<file path="config.mk">
export PLATFORM = sky130hd
export DESIGN_NAME = pulse_emitter
export DESIGN_NICKNAME = d
export VERILOG_FILES = /design/src/rtl/pulse_emitter.sv
export SDC_FILE = /design/constraint.sdc
export NUM_CORES = 1
export LEC_CHECK = 0
export ABC_AREA = 1
export CAP_MARGIN = 20
export CORE_UTILIZATION = 55
export CTS_BUF_LIST = sky130_fd_sc_hd__clkbuf_2 sky130_fd_sc_hd__clkbuf_4 sky130_fd_sc_hd__clkbuf_8
export DETAILED_ROUTE_END_ITERATION = 6
export PLACE_DENSITY = 0.75
export REMOVE_ABC_BUFFERS = 1
export SYNTH_ARGS = -nofsm -noshare
export SYNTH_HDL_FRONTEND = slang
export SYNTH_SLANG_ARGS = --single-unit
</file>
<file path="constraint.sdc">
create_clock -name clk -period 4.5 [get_ports clk]
set_clock_uncertainty 0.05 [all_clocks]
set_input_delay 0.675 -clock clk [delete_from_list [all_inputs] [get_ports clk]]
set_output_delay 0.675 -clock clk [all_outputs]
set_load 0.01 [all_outputs]
</file>
<file path="src/rtl/pulse_emitter.sv">
// Debounced pushbutton to one-cycle start pulse, with optional auto-repeat
// while the button is held and a wrapping 8-bit count of emitted pulses.
module pulse_emitter #(
  parameter int unsigned DEBOUNCE_CYCLES = 1000000,
  parameter int unsigned REPEAT_EN       = 0,
  parameter int unsigned REPEAT_DELAY    = 50000000,
  parameter int unsigned REPEAT_PERIOD   = 10000000
) (
  input  logic       clk,
  input  logic       reset,
  input  logic       btn_raw,
  output logic       signal_start,
  output logic       held,
  output logic [7:0] press_count
);

  // Debounce counter only ever holds 1 .. DEBOUNCE_CYCLES-1.
  localparam int DEB_W = $clog2(DEBOUNCE_CYCLES);
  // Repeat counter only ever holds 0 .. REPEAT_DELAY.
  localparam int REP_W = $clog2(REPEAT_DELAY + 1);

  localparam logic [DEB_W-1:0] DEB_ONE    = DEB_W'(1);
  localparam logic [DEB_W-1:0] DEB_LAST   = DEB_W'(DEBOUNCE_CYCLES - 1);
  localparam logic [REP_W-1:0] REP_ONE    = REP_W'(1);
  localparam logic [REP_W-1:0] REP_LAST   = REP_W'(REPEAT_DELAY);
  // After a repeat pulse the counter is rewound so the next pulse lands
  // exactly REPEAT_PERIOD cycles later without the counter growing past
  // REPEAT_DELAY.
  localparam logic [REP_W-1:0] REP_RELOAD = REP_W'(REPEAT_DELAY - REPEAT_PERIOD);

  localparam logic [1:0] IDLE         = 2'd0;
  localparam logic [1:0] PRESS_WAIT   = 2'd1;
  localparam logic [1:0] PRESSED      = 2'd2;
  localparam logic [1:0] RELEASE_WAIT = 2'd3;

  logic             btn_meta;
  logic             btn_sync;
  logic [1:0]       state_q;
  logic [1:0]       state_d;
  logic [DEB_W-1:0] deb_q;
  logic [DEB_W-1:0] deb_d;
  logic [REP_W-1:0] rep_q;
  logic [REP_W-1:0] rep_d;
  logic [REP_W-1:0] rep_inc;
  logic             held_d;
  logic             fire;

  // Two-flop synchronizer; btn_raw is sampled nowhere else.
  always_ff @(posedge clk) begin
    // NOTE: state is updated with non-blocking assignments so every flop
    // samples pre-edge values; blocking here would collapse the two stages.
    if (reset) begin
      btn_meta <= 1'b0;
      btn_sync <= 1'b0;
    end else begin
      btn_meta <= btn_raw;
      btn_sync <= btn_meta;
    end
  end

  // Next-state logic: debounce FSM plus auto-repeat timing.
  always_comb begin
    // NOTE: every output of this block gets a default first, so no path
    // leaves a signal unassigned and no latch is inferred.
    state_d = state_q;
    deb_d   = deb_q;
    rep_d   = rep_q;
    held_d  = held;
    fire    = 1'b0;
    rep_inc = rep_q + REP_ONE;
    case (state_q)
      IDLE: begin
        if (btn_sync) begin
          state_d = PRESS_WAIT;
          deb_d   = DEB_ONE;
        end
      end
      PRESS_WAIT: begin
        if (!btn_sync) begin
          state_d = IDLE;
        end else if (deb_q == DEB_LAST) begin
          state_d = PRESSED;
          held_d  = 1'b1;
          fire    = 1'b1;
          rep_d   = '0;
        end else begin
          deb_d = deb_q + DEB_ONE;
        end
      end
      PRESSED: begin
        if (!btn_sync) begin
          state_d = RELEASE_WAIT;
          deb_d   = DEB_ONE;
        end else if (REPEAT_EN != 0) begin
          if (rep_inc == REP_LAST) begin
            fire  = 1'b1;
            rep_d = REP_RELOAD;
          end else begin
            rep_d = rep_inc;
          end
        end
      end
      RELEASE_WAIT: begin
        // A high sample here is release bounce: return silently, keeping
        // the repeat counter frozen where it was.
        if (btn_sync) begin
          state_d = PRESSED;
        end else if (deb_q == DEB_LAST) begin
          state_d = IDLE;
          held_d  = 1'b0;
        end else begin
          deb_d = deb_q + DEB_ONE;
        end
      end
      default: state_d = IDLE;
    endcase
  end

  // State, counters and registered outputs; reset wins over any pending pulse.
  always_ff @(posedge clk) begin
    if (reset) begin
      state_q      <= IDLE;
      deb_q        <= '0;
      rep_q        <= '0;
      held         <= 1'b0;
      signal_start <= 1'b0;
      press_count  <= 8'd0;
    end else begin
      state_q      <= state_d;
      deb_q        <= deb_d;
      rep_q        <= rep_d;
      held         <= held_d;
      signal_start <= fire;
      if (fire) begin
        press_count <= press_count + 8'd1;
      end
    end
  end

endmodule

</file>
==> run metrics <==
PnR Total Power 567.6 uW; input/output buffers 12; setup TNS 0 ps; combinational power share 3.9%; Crit path required time 3770 ps; Synth Warn # 0; initial antenna violation count 0; largest net degree at the start of global routing 26; Ports 13; Synth Register Bits 34; largest buffer count on any clock path 2; Layout fillers 379; Sw Share 23.95%; type of the worst min-delay path flip-flop to flip-flop; Post CTS Setup Buffer Count 0; top-area cell type share of the netlist area 31.72%; cts bufs inserted 5; RSZ-0062 raised after global routing false; status finished clean; area of the multi-input gates 0.001237 mm^2; Top FF cell, synth dfxtp_1; Max VDD drop 209.9 uV; EDFF count, synth 0; PwrDens 239.1 mW/mm^2; relative slew slack 64.67%; first-pass GRT wire length 8521 um; global route overflow 0; CTS tree done; Max Transition Viols Final 0; drt pass-1 iters 4; Reg clk slew, reported paths 70 ps; Core Footprint 0.003689 mm^2; cell count after synthesis 343; routed vias 2,141; Largest delay share family, worst path buffers and inverters; Critical Path End Type output port; slowest cell delay on critical path 580 ps; Die ar. 0.004155 mm^2; Clock Latency Late Sink 300 ps; Storage cell area 680.7 um^2; internal power 431.6 uW; top post-synthesis cells by area dfxtp_1 32%, nand2_1 17%, nor2_1 8.7%, inv_1 7.5%, nand3_1 7.2%; Buf/Inv on CP 1; final wirelength 5023 um; Antenna Cells 0; Synth top cells by count 96 x nand2_1, 50 x nor2_1, 43 x inv_1; CP Launch Type flip-flop; count leader, synth nand2_1; Post-CTS Hold Buffers 0; clock power share 42.3%; H-tree Lvls 2; Hold Worst Slack 360.8 ps; PostCTS Resize Cnt 0; clk sinks 34; final core utilization 64.35%; DPL Wire Length 3756 um; leakage power 0.0009006 uW; Worst-Margin Slew 529.4 ps; Peak Freq 488.6 MHz; GRT Total Usage 26.60%; share of layout cells above drive strength 1 9.831%; worst-path maximum fanout 5; area leader, netlist dfxtp_1; Area growth syn-to-layout 10.61%; asr flop ratio synth 0%; Period minus WS final 2047 ps; setup violators final 0; Cell Rows 22; ratio of final minimum period to clock period 45.48%; DIE WIDTH 64.46 um; Cells after DPL 396; syn avg cell area 6.256 um^2; routability cong. 0.8823; Starting Density 58.18%; final non-filler cell total 404; 1st-iter DRT viols 119; Seq pwr share 53.8%; CP Cell Sequence clkdlybuf4s50_1; Psw 135.9 uW; average wire per standard cell 12.43 um; Root Driver clkbuf_8; critical path class flip-flop to output port; Seq/Total Area, Yosys 31.72%; Detail Route Antenna Nets 0; distinct cell type count after synthesis 27; DRC 0; max cap viols 0; vias in the first global route 1,901; nets 360; Die Ht 64.46 um; final hold violations 0; Arr. time, crit path 1320 ps; highest-delay cell along the critical path clkdlybuf4s50_1; Mapped Area 0.002146 mm^2; vias per inst 5.300
## registers in the layout (all words and copies together) (netlist names), named ones only
signal	cells
held	1
btn_meta	1
press_count	8
deb_q	20
btn_sync	1
state_q	1
signal_start	1
## power groups by stage
stage	registers [uW]	logic (uW)	clock network, uW
after floorplan	311	11.8	0
after global placement	312	21.3	0
after detailed placement	312	21.8	0
after CTS	305	21.8	244
after global routing	305	24.6	257
final	305	22.0	240
## final cells by class
class	count	area share [%]
clock inverters	2	0.5271
clock buffers	6	3.479
flip-flops and latches	34	28.68
well taps	48	2.530
inverters	46	7.275
multi-input cells	255	52.14
repair buffers	13	5.377
## metal layers
metal | vias to the layer above | track usage (%) | part of all wire, %
met5 | - | 0 | 0
met4 | 0 | 12.78 | 1.6
met3 | 7 | 4.225 | 4.6
met2 | 45 | 41.84 | 46
met1 | 991 | 35.33 | 48
li1 | 1098 | - | -
## layout by cell type, fill, tap and decap left out, drive strengths merged
master         synthesis  layout
clkdlybuf4s50          0      12
nand4                  7       7
xnor2                  1       1
buf                    3       1
ha                     2       2
or2                    1       1
nand3                 34      34
a21oi                 21      21
nor2                  62      62
o21bai                 2       2
clkinvlp               0       1
nor3                   5       5
clkinv                 0       1
nand2                101     101
dfxtp                 34      34
xor2                   4       4
inv                   46      46
o21ai                 15      15
clkbuf                 5       6
## kinds of logic after synthesis
logic type | count (synthesis) | share of synthesized area [%]
buf+inv | 54 | 10.61
simple gates | 210 | 45.19
xor+xnor | 5 | 2.041
flops | 34 | 31.72
compound gates | 38 | 9.271
fa+ha+maj | 2 | 1.166
## stage by stage
| step | setup WS, ps | instance area [um^2] |
|---|---|---|
| final | 2453 | 2374 |
| after global routing | 2400 | 2374 |
| after CTS | 2453 | 2374 |
| after detailed placement | 2359 | 2278 |
| after global placement | 2388 | 2278 |
| after floorplan | 2935 | 2091 |
## worst reg2reg max path: cells and delay by family (launching register included)
family | cells | cell delay, ps
and+or+nand+nor | 7 | 1130
DFF | 1 | 400
adders and majority gates | 1 | 240
buffers and inverters | 1 | 50
## final timing paths
kind | startpoint | end | slack [ps] | cells after the start
max | press_count[3] | press_count[3] | 2450 | 1
min | btn_meta | btn_sync | 360 | 2
max reg2reg | deb_q[0] | deb_q[15] | 2580 | 9
min reg2reg | btn_meta | btn_sync | 360 | 2
(Power assumes the default switching activity.)
